File: config.mk
export PLATFORM = sky130hd
export DESIGN_NAME = sata_speed_negotiator_flat
export DESIGN_NICKNAME = d
export VERILOG_FILES = /design/src/rtl/sata_speed_negotiator_if.sv /design/src/rtl/sata_speed_negotiator.sv /design/src/flat_wrapper.sv
export SDC_FILE = /design/constraint.sdc
export NUM_CORES = 1
export LEC_CHECK = 0
export ABC_AREA = 1
export BUFFER_PORTS_ARGS = -buffer_cell sky130_fd_sc_hd__buf_2
export CAP_MARGIN = 5
export CORE_UTILIZATION = 33
export CTS_CLUSTER_SIZE = 24
export DETAILED_ROUTE_END_ITERATION = 12
export SLEW_MARGIN = 40
export SYNTH_ARGS = -nofsm -noshare
export SYNTH_HDL_FRONTEND = slang
export SYNTH_SLANG_ARGS = --single-unit
File: constraint.sdc
create_clock -name clk -period 2.4 [get_ports clk]
set_input_delay 0.36 -clock clk [delete_from_list [all_inputs] [get_ports clk]]
set_output_delay 0.36 -clock clk [all_outputs]
set_load 0.05 [all_outputs]
File: src/rtl/sata_speed_negotiator_if.sv
// Control/status bundle between the link-layer controller, the speed
// negotiator and the OOB link-init block.
interface sata_speed_negotiator_if;
  logic       enable;
  logic       phy_ready;
  logic       oob_linkup;
  logic       retrain;
  logic [1:0] gen;
  logic       oob_reset;
  logic       link_up;
  logic       busy;
  logic       fail;
  logic [1:0] attempt;
  logic [2:0] state_dbg;

  // Controller / environment side: drives requests and PHY status
  modport master (
    output enable, phy_ready, oob_linkup, retrain,
    input  gen, oob_reset, link_up, busy, fail, attempt, state_dbg
  );

  // Negotiator side
  modport slave (
    input  enable, phy_ready, oob_linkup, retrain,
    output gen, oob_reset, link_up, busy, fail, attempt, state_dbg
  );
endinterface

File: src/rtl/sata_speed_negotiator.sv
// SATA speed negotiator: walks the OOB link-init block down from MAX_GEN,
// retrying each generation, until a stable linkup is seen or every
// generation has been exhausted.
module sata_speed_negotiator #(
  parameter int unsigned MAX_GEN         = 2,
  parameter logic [23:0] TIMEOUT_CYCLES  = 24'd1000000,
  parameter int unsigned RETRIES_PER_GEN = 2,
  parameter int unsigned RESET_HOLD      = 16,
  parameter int unsigned STABLE_CYCLES   = 1024
) (
  input logic                    clk,
  input logic                    reset,
  sata_speed_negotiator_if.slave nif
);

  typedef enum logic [2:0] {
    ST_IDLE         = 3'd0,
    ST_RESET_OOB    = 3'd1,
    ST_WAIT_LINK    = 3'd2,
    ST_CHECK_STABLE = 3'd3,
    ST_LINKED       = 3'd4,
    ST_FAILED       = 3'd5
  } state_e;

  localparam logic [1:0]  GEN_TOP      = 2'(MAX_GEN);
  localparam logic [1:0]  RETRY_LAST   = 2'(RETRIES_PER_GEN - 1);
  localparam logic [23:0] HOLD_LAST    = 24'(RESET_HOLD - 1);
  localparam logic [23:0] TIMEOUT_LAST = TIMEOUT_CYCLES - 24'd1;
  localparam logic [23:0] STABLE_LAST  = 24'(STABLE_CYCLES - 1);

  state_e      state_r;
  state_e      state_nxt_s;
  logic [23:0] timer_r;
  logic [23:0] timer_nxt_s;
  logic [1:0]  gen_r;
  logic [1:0]  gen_nxt_s;
  logic [1:0]  attempt_r;
  logic [1:0]  attempt_nxt_s;

  state_e      fb_state_s;
  logic [1:0]  fb_gen_s;
  logic [1:0]  fb_attempt_s;

  logic        oob_reset_r;
  logic        link_up_r;
  logic        busy_r;
  logic        fail_r;
  logic        oob_reset_nxt_s;
  logic        link_up_nxt_s;
  logic        busy_nxt_s;
  logic        fail_nxt_s;

  // Fallback target: next retry at this gen, else one gen lower, else give up
  always_comb begin
    fb_state_s   = ST_RESET_OOB;
    fb_gen_s     = gen_r;
    fb_attempt_s = attempt_r;
    if (attempt_r < RETRY_LAST) begin
      fb_attempt_s = attempt_r + 2'd1;
    end else if (gen_r != 2'd0) begin
      fb_gen_s     = gen_r - 2'd1;
      fb_attempt_s = 2'd0;
    end else begin
      fb_state_s   = ST_FAILED;
    end
  end

  // Next-state logic: global overrides first, then per-state rules
  always_comb begin
    state_nxt_s   = state_r;
    gen_nxt_s     = gen_r;
    attempt_nxt_s = attempt_r;
    if (!nif.enable) begin
      state_nxt_s   = ST_IDLE;
      gen_nxt_s     = GEN_TOP;
      attempt_nxt_s = 2'd0;
    end else if (!nif.phy_ready && (state_r != ST_IDLE)) begin
      state_nxt_s   = ST_IDLE;
      gen_nxt_s     = GEN_TOP;
      attempt_nxt_s = 2'd0;
    end else if (nif.retrain && ((state_r == ST_WAIT_LINK) || (state_r == ST_CHECK_STABLE) ||
                                 (state_r == ST_LINKED) || (state_r == ST_FAILED))) begin
      state_nxt_s   = ST_RESET_OOB;
      gen_nxt_s     = GEN_TOP;
      attempt_nxt_s = 2'd0;
    end else begin
      case (state_r)
        ST_IDLE: begin
          if (nif.phy_ready) begin
            state_nxt_s   = ST_RESET_OOB;
            gen_nxt_s     = GEN_TOP;
            attempt_nxt_s = 2'd0;
          end else begin
            state_nxt_s   = ST_IDLE;
          end
        end
        ST_RESET_OOB: begin
          if (timer_r == HOLD_LAST) begin
            state_nxt_s = ST_WAIT_LINK;
          end else begin
            state_nxt_s = ST_RESET_OOB;
          end
        end
        ST_WAIT_LINK: begin
          // linkup takes precedence over a coincident timeout
          if (nif.oob_linkup) begin
            state_nxt_s   = ST_CHECK_STABLE;
          end else if (timer_r == TIMEOUT_LAST) begin
            state_nxt_s   = fb_state_s;
            gen_nxt_s     = fb_gen_s;
            attempt_nxt_s = fb_attempt_s;
          end else begin
            state_nxt_s   = ST_WAIT_LINK;
          end
        end
        ST_CHECK_STABLE: begin
          if (!nif.oob_linkup) begin
            state_nxt_s   = fb_state_s;
            gen_nxt_s     = fb_gen_s;
            attempt_nxt_s = fb_attempt_s;
          end else if (timer_r == STABLE_LAST) begin
            state_nxt_s   = ST_LINKED;
          end else begin
            state_nxt_s   = ST_CHECK_STABLE;
          end
        end
        ST_LINKED: begin
          if (!nif.oob_linkup) begin
            state_nxt_s   = ST_RESET_OOB;
            gen_nxt_s     = GEN_TOP;
            attempt_nxt_s = 2'd0;
          end else begin
            state_nxt_s   = ST_LINKED;
          end
        end
        ST_FAILED: begin
          state_nxt_s = ST_FAILED;
        end
        default: begin
          state_nxt_s   = ST_IDLE;
          gen_nxt_s     = GEN_TOP;
          attempt_nxt_s = 2'd0;
        end
      endcase
    end
  end

  // Shared timer: cleared on any state change, counts only in timed states
  always_comb begin
    timer_nxt_s = timer_r;
    if (state_nxt_s != state_r) begin
      timer_nxt_s = 24'd0;
    end else if ((state_r == ST_RESET_OOB) || (state_r == ST_WAIT_LINK) ||
                 (state_r == ST_CHECK_STABLE)) begin
      timer_nxt_s = timer_r + 24'd1;
    end else begin
      timer_nxt_s = 24'd0;
    end
  end

  // Output decode from the upcoming state so outputs register alongside it
  always_comb begin
    oob_reset_nxt_s = 1'b1;
    link_up_nxt_s   = 1'b0;
    busy_nxt_s      = 1'b0;
    fail_nxt_s      = 1'b0;
    case (state_nxt_s)
      ST_IDLE:         oob_reset_nxt_s = 1'b1;
      ST_RESET_OOB:    busy_nxt_s      = 1'b1;
      ST_WAIT_LINK: begin
        oob_reset_nxt_s = 1'b0;
        busy_nxt_s      = 1'b1;
      end
      ST_CHECK_STABLE: begin
        oob_reset_nxt_s = 1'b0;
        busy_nxt_s      = 1'b1;
      end
      ST_LINKED: begin
        oob_reset_nxt_s = 1'b0;
        link_up_nxt_s   = 1'b1;
      end
      ST_FAILED:       fail_nxt_s      = 1'b1;
      default:         oob_reset_nxt_s = 1'b1;
    endcase
  end

  // State, counters and registered outputs
  always_ff @(posedge clk or posedge reset) begin
    if (reset) begin
      state_r     <= ST_IDLE;
      timer_r     <= 24'd0;
      gen_r       <= GEN_TOP;
      attempt_r   <= 2'd0;
      oob_reset_r <= 1'b1;
      link_up_r   <= 1'b0;
      busy_r      <= 1'b0;
      fail_r      <= 1'b0;
    end else begin
      state_r     <= state_nxt_s;
      timer_r     <= timer_nxt_s;
      gen_r       <= gen_nxt_s;
      attempt_r   <= attempt_nxt_s;
      oob_reset_r <= oob_reset_nxt_s;
      link_up_r   <= link_up_nxt_s;
      busy_r      <= busy_nxt_s;
      fail_r      <= fail_nxt_s;
    end
  end

  assign nif.gen       = gen_r;
  assign nif.attempt   = attempt_r;
  assign nif.oob_reset = oob_reset_r;
  assign nif.link_up   = link_up_r;
  assign nif.busy      = busy_r;
  assign nif.fail      = fail_r;
  assign nif.state_dbg = state_r;

endmodule

File: src/flat_wrapper.sv
// flat-port wrapper written by rule: the top's interface ports become plain ports
module sata_speed_negotiator_flat 
#(
  parameter int unsigned MAX_GEN         = 2,
  parameter logic [23:0] TIMEOUT_CYCLES  = 24'd1000000,
  parameter int unsigned RETRIES_PER_GEN = 2,
  parameter int unsigned RESET_HOLD      = 16,
  parameter int unsigned STABLE_CYCLES   = 1024
)
  (clk, reset, nif_enable, nif_phy_ready, nif_oob_linkup, nif_retrain, nif_gen, nif_oob_reset, nif_link_up, nif_busy, nif_fail, nif_attempt, nif_state_dbg);
  sata_speed_negotiator_if nif_i ();
  input logic clk;
  input logic reset;
  input wire logic [$bits(nif_i.enable)-1:0] nif_enable;
  input wire logic [$bits(nif_i.phy_ready)-1:0] nif_phy_ready;
  input wire logic [$bits(nif_i.oob_linkup)-1:0] nif_oob_linkup;
  input wire logic [$bits(nif_i.retrain)-1:0] nif_retrain;
  output wire logic [$bits(nif_i.gen)-1:0] nif_gen;
  output wire logic [$bits(nif_i.oob_reset)-1:0] nif_oob_reset;
  output wire logic [$bits(nif_i.link_up)-1:0] nif_link_up;
  output wire logic [$bits(nif_i.busy)-1:0] nif_busy;
  output wire logic [$bits(nif_i.fail)-1:0] nif_fail;
  output wire logic [$bits(nif_i.attempt)-1:0] nif_attempt;
  output wire logic [$bits(nif_i.state_dbg)-1:0] nif_state_dbg;
  assign nif_i.enable = nif_enable;
  assign nif_i.phy_ready = nif_phy_ready;
  assign nif_i.oob_linkup = nif_oob_linkup;
  assign nif_i.retrain = nif_retrain;
  assign nif_gen = nif_i.gen;
  assign nif_oob_reset = nif_i.oob_reset;
  assign nif_link_up = nif_i.link_up;
  assign nif_busy = nif_i.busy;
  assign nif_fail = nif_i.fail;
  assign nif_attempt = nif_i.attempt;
  assign nif_state_dbg = nif_i.state_dbg;
  sata_speed_negotiator #(.MAX_GEN(MAX_GEN), .TIMEOUT_CYCLES(TIMEOUT_CYCLES), .RETRIES_PER_GEN(RETRIES_PER_GEN), .RESET_HOLD(RESET_HOLD), .STABLE_CYCLES(STABLE_CYCLES)) u_core (.clk(clk), .reset(reset), .nif(nif_i));
endmodule
==> impl_metrics.tcl, run 1 <==
set metrics [dict create \
    synth_fa_ha_area_share_pct 1.968 \
    clk_path_buf_depth 2 \
    gp_congestion 0.8507 \
    drt-vias-per-instance 4.817 \
    syn-num-nets 356 \
    core-area_um2 7370 \
    ys_seq_area_share_pct 34.53 \
    fin_total_pwr_mw 1.229 \
    p_int_uw 859.3 \
    dp_cells 461 \
    drive_above_1_share_pct 21.35 \
    synth-seq-cells 35 \
    clkTransAtPathRegs_ns 0.08 \
    cp.buffers_inverters 1 \
    pwr-share-seq_pct 49.1 \
    placed_area_um2 2768 \
    slowest_delay_ns 0.38 \
    grt_max_degree 36 \
    crit_path_end_kind "register" \
    ys_types 30 \
    design_area_um2 2853 \
    relSlewSlack_pct 58.50 \
    dieArea_um2 8063 \
    synth_mux_area_share_pct 0 \
    reg2reg_slack_ns 0.25 \
    rsz0062_at_grt "no" \
    route.met2.wl_um 2539 \
    area_growth_pct 12.15 \
    hold_viol_final 0 \
    p_leak_nw 1.387 \
    layout.nets 379 \
    numPortBuffers 16 \
    swShare_pct 30.08 \
    synth_area_um2 2544 \
    synth-simple-area-share_pct 46.34 \
    dr_total_vias 2259 \
    rows 31 \
    yosys-top-cells-area "dfrtp_1 32%, nand2_1 11%, nor2_4 9.3%" \
    instances_no_fill 469 \
    period_share_pct 89.60 \
    grt_pass1_vias 2041 \
    die_y_um 89.80 \
    drt-initial-drc-count 142 \
    route.met3.wl_um 272 \
    clock_insertion_delay_worst_skew_ns 0.29 \
    pin_count 17 \
    synth_ff_type "dfrtp_1" \
    holdBufCountCts 0 \
    synth_compound_area_share_pct 7.575 \
    hold_class "in -> async" \
    firstDrtPassIters 4 \
    finalSetupViolations 0 \
    synth_edf_count 0 \
    cp.required_ns 2.57 \
    n_fill_cell 811 \
    wire_per_inst_um 11.76 \
    start_util_pct 34.52 \
    worst_slack_ns 0.2497 \
    pre_cts_slack_ns 0.2355 \
    multi_input_area_um2 1421 \
    cts-resized-gates 0 \
    netlist.area_leader.share_pct 32.46 \
    highest_layer "met4" \
    m1WireLength_um 2626 \
    critPathLaunch "u_core.timer_r[0]" \
    clockRootBuffer "clkbuf_8" \
    wirelength_um 5516 \
    r2r-start "u_core.timer_r[0]" \
    grt_use_total_pct 14.53 \
    cts_buffers 5 \
    fin_skew_ns 0.01183 \
    area.sequential_um2 878.3 \
    fin_tns_setup_ns 0 \
    powerDensity_nw_per_um2 430.8 \
    final_common_cell "nand2_1" \
    hpwl_um 4299 \
    cts_tree "done" \
    worst_pin_slew_ns 0.6210 \
    synth_top_family_by_area "simple AND/OR/NAND/NOR gates" \
    async_flop_share_pct 100.0 \
    drcViolationCount 0 \
    worst_path_max_delay_cell "dfrtp_1" \
    cts_setup_buffers 0 \
    worst_r2r_path_depth 13 \
    layout_common_cells "76 x nand2_1, 48 x nor2_1, 46 x inv_1, 33 x dfrtp_1, 30 x nand3_1" \
    criticalPathCategory "reg -> reg" \
    clkSinkCount 35 \
    postRouteAntennaNets 0 \
    fmax_ghz 0.4651 \
    antenna_found_initial 0 \
    synth_top_area_cell "dfrtp_1" \
    p_sw_uw 369.6 \
    maxSlewViolCount 0 \
    htree_levels 2 \
    grt_pass1_wl_um 9459 \
    fp.dieW_um 89.80 \
    crit_chain "ha_1, nand3_2, nor3_4, nand3_2, nand3_1, nand3_1, nand2_2, nand2_1, nand2_2, nor2_4, nand2_4, buf_12, nor2_1" \
    min_period_ns 2.150 \
    syn_inst 346 \
    vdd_drop_max_mv 0.2256 \
    synth_xor_area_share_pct 0 \
    syn_area_per_cell_um2 7.352 \
    start_kind "register" \
    p_clk_share_pct 35.1 \
    critPathMaxFanout 10 \
    cp.depth 13 \
    overflow 0 \
    n_antenna_cell 0 \
    yosys_warnings 0 \
    comb_power_share_pct 15.8 \
    path_delay_family "simple AND/OR/NAND/NOR gates" \
    arrival_ns 2.32 \
    max-cap-violations 0 \
    status "completed" \
]
-- worst min-delay path, stage by stage --
cell and delay (ns):
buf_2 0.09, inv_1 0.04, buf_4 0.38
-- power by group through the flow --
| stage | Sequential, mW | Clock [mW] | Combinational (mW) |
|---|---|---|---|
| global route | 0.604 | 0.467 | 0.213 |
| CTS | 0.603 | 0.444 | 0.198 |
| detailed placement | 0.615 | 0 | 0.198 |
| floorplan | 0.632 | 0 | 0.135 |
| global placement | 0.615 | 0 | 0.196 |
| finish | 0.603 | 0.431 | 0.195 |
-- final cells by class --
class	count	share of cell area (%)
timing repair buffer	20	5.175
clock buffer	6	2.544
multi-input combinational	255	49.82
inverter	52	6.886
tap	99	4.342
clock inverter	2	0.4386
sequential	35	30.79
-- cell families (layout without fill, tap and decap cells) --
kind of cell	Yosys count	in the layout
adders and majority gates	4	4
buffers and inverters	56	80
AOI/OAI and AO/OA	30	30
and+or+nand+nor	221	221
DFF	35	35
-- sequential cells by signal, indices dropped and copies added, names as in the netlist --
register and count:
u_core.timer_r 24, u_core.nif.attempt 2, u_core.nif.link_up 1, u_core.nif.state_dbg 3, u_core.nif.busy 1, u_core.nif.fail 1
u_core.nif.gen 2, u_core.nif.oob_reset 1
-- path summary, 6_finish.rpt --
kind / endpoint
worst max-delay path: u_core.timer_r[2]
worst min-delay path: u_core.timer_r[10]
worst max register to register: u_core.timer_r[2]
worst min register to register: u_core.nif.gen[1]
max in group asynchronous: u_core.nif.gen[1]
min in group clk: u_core.nif.gen[1]
-- per-stage QoR --
stage               hold WS [ns]  utilization, %
global route              0.2076           38.71
finish                    0.1451           38.71
CTS                       0.1601           38.71
floorplan                 0.5091               -
detailed placement        0.4809           37.56
global placement          0.4715           37.56
-- per-layer routing --
layer	vias up	global-route usage [%]
met3	5	2.876
met1	1045	19.29
met2	51	23.14
met5	-	0
li1	1158	-
met4	0	5.874
-- cell usage after synthesis (4+ instances only) --
cell / number
a21oi_1: 4
dfrtp_1: 33
ha_1: 4
inv_1: 46
inv_2: 5
nand2_1: 76
nand2_2: 6
nand3_1: 30
nand3_2: 4
nand4_1: 17
nor2_1: 48
nor2_4: 21
nor3_1: 4
o211ai_1: 4
o21ai_0: 14
o21bai_1: 4
or2_2: 4
Note: power is estimated with default switching activity, not from simulation.
==> run 2: changes to the inputs <==
--- a/config.mk
+++ b/config.mk
@@ -11,6 +11,7 @@
 export CORE_UTILIZATION = 33
 export CTS_CLUSTER_SIZE = 24
 export DETAILED_ROUTE_END_ITERATION = 12
+export PLACE_DENSITY_LB_ADDON = 0.12
 export SLEW_MARGIN = 40
 export SYNTH_ARGS = -nofsm -noshare
 export SYNTH_HDL_FRONTEND = slang
==> impl_metrics.tcl, run 2 (synthesis gave the netlist of run 1 again) <==
set metrics [dict create \
    status "completed" \
    criticalPathCategory "reg -> reg" \
    layout_common_cells "76 x nand2_1, 48 x nor2_1, 46 x inv_1, 33 x dfrtp_1, 30 x nand3_1" \
    fmax_ghz 0.4666 \
    rows 31 \
    gp_congestion 0.8269 \
    antenna_found_initial 0 \
    hold_class "in -> async" \
    cp.buffers_inverters 1 \
    final_util_pct 39.12 \
    critPathMaxFanout 10 \
    grt_pass1_wl_um 9963 \
    arrival_ns 2.32 \
    worst_path_max_delay_cell "dfrtp_1" \
    clkSinkCount 35 \
    rsz0062_at_grt "no" \
    clkTransAtPathRegs_ns 0.07 \
    grt_pass1_vias 2136 \
    overflow 0 \
    cp.required_ns 2.58 \
    n_fill_cell 804 \
    final_common_cell "nand2_1" \
    numPortBuffers 16 \
    m1WireLength_um 2967 \
    cts_buffers 5 \
    clock_insertion_delay_worst_skew_ns 0.28 \
    largest_register_ffs 24 \
    vdd_drop_max_mv 0.1915 \
    core-area_um2 7370 \
    min_period_ns 2.143 \
    highest_layer "met4" \
    wire_per_inst_um 12.14 \
    firstDrtPassIters 4 \
    largest_register "u_core.timer_r" \
    route.met2.wl_um 2552 \
    fin_tns_setup_ns 0 \
    area_growth_pct 13.33 \
    cts_tree "done" \
    relSlewSlack_pct 64.74 \
    wirelength_um 5718 \
    layout.nets 381 \
    cts_setup_buffers 0 \
    n_antenna_cell 0 \
    holdBufCountCts 0 \
    clockRootBuffer "clkbuf_8" \
    drive_above_1_share_pct 21.77 \
    postRouteAntennaNets 0 \
    dr_total_vias 2230 \
    grt_use_total_pct 15.29 \
    cts-resized-gates 0 \
    crit_chain "ha_1, nand3_2, nor3_4, nand3_2, nand3_1, nand3_1, nand2_2, nand2_1, nand2_2, nor2_4, nand2_4, buf_4, nor2_4" \
    period_share_pct 89.29 \
    start_util_pct 34.52 \
    hpwl_um 4518 \
    worst_pin_slew_ns 0.5276 \
    finalSetupViolations 0 \
    htree_levels 2 \
    start_kind "register" \
    path_delay_family "simple AND/OR/NAND/NOR gates" \
    hold_viol_final 0 \
    slowest_delay_ns 0.37 \
    p_leak_nw 1.407 \
    drt-vias-per-instance 4.735 \
    fin_skew_ns 0.002831 \
    clk_path_buf_depth 2 \
    max-cap-violations 0 \
    drcViolationCount 0 \
    fp.dieW_um 89.80 \
    pin_count 17 \
    die_y_um 89.80 \
    route.met3.wl_um 137 \
    crit_path_end_kind "register" \
    powerDensity_nw_per_um2 441.5 \
    maxSlewViolCount 0 \
    drt-initial-drc-count 103 \
    dieArea_um2 8063 \
    grt_max_degree 36 \
]
==> run 2: through the flow <==
stage          hold slack, ns  instances  instance area, µm²  worst slack (ns)  power, mW
2_1_floorplan          0.5091        346                2544            0.3182     0.7666
3_3_place_gp           0.4926        463                2783            0.2190     0.8191
3_5_place_dp           0.4940        463                2783            0.2379     0.8188
4_1_cts                0.1914        471                2883            0.2249      1.299
5_1_grt                0.2236        471                2883           0.04111      1.337
6_report               0.1664        471                2883            0.2570      1.273
==> run 2: worst paths after layout <==
kind                       slack [ns]  depth (start not counted)              start                  to
min in group clk                 0.50                          2  u_core.nif.gen[1]   u_core.nif.gen[1]
hold / removal                   0.17                          3              reset  u_core.timer_r[12]
max in group asynchronous        1.87                          3              reset   u_core.nif.gen[1]
setup reg to reg                 0.26                         13  u_core.timer_r[0]  u_core.timer_r[21]
setup / recovery                 0.26                         13  u_core.timer_r[0]  u_core.timer_r[21]
hold reg to reg                  0.50                          2  u_core.nif.gen[1]   u_core.nif.gen[1]
==> run 2: power breakdown <==
| group | leakage (nW) | internal (mW) | switching [mW] |
|---|---|---|---|
| clock network | 0.0515 | 0.262 | 0.206 |
| registers | 0.480 | 0.598 | 0.00566 |
| logic | 0.876 | 0.0617 | 0.139 |
==> run 2: area by class of cell <==
| type | count | area, µm² | area share [%] |
|---|---|---|---|
| Clock buffer | 8 | 100.1 | 3.472 |
| Inverter | 52 | 196.4 | 6.814 |
| Multi-Input combinational cell | 255 | 1421 | 49.31 |
| Sequential cell | 35 | 878.3 | 30.47 |
| Tap cell | 99 | 123.9 | 4.297 |
| Timing Repair Buffer | 22 | 162.7 | 5.642 |
==> run 2: per-layer routing <==
layer  GRT usage [%]  vias up
li1                -     1167
met2           24.17       24
met4           4.098        0
met3           2.284        5
met1           21.69     1034
met5               0        -
==> run 2: worst register-to-register path: cells and delay by family, from the launching register on <==
family | cells | cell delay (ns)
simple gates | 11 | 1.23
flops | 1 | 0.37
buf+inv | 1 | 0.23
fa+ha+maj | 1 | 0.20
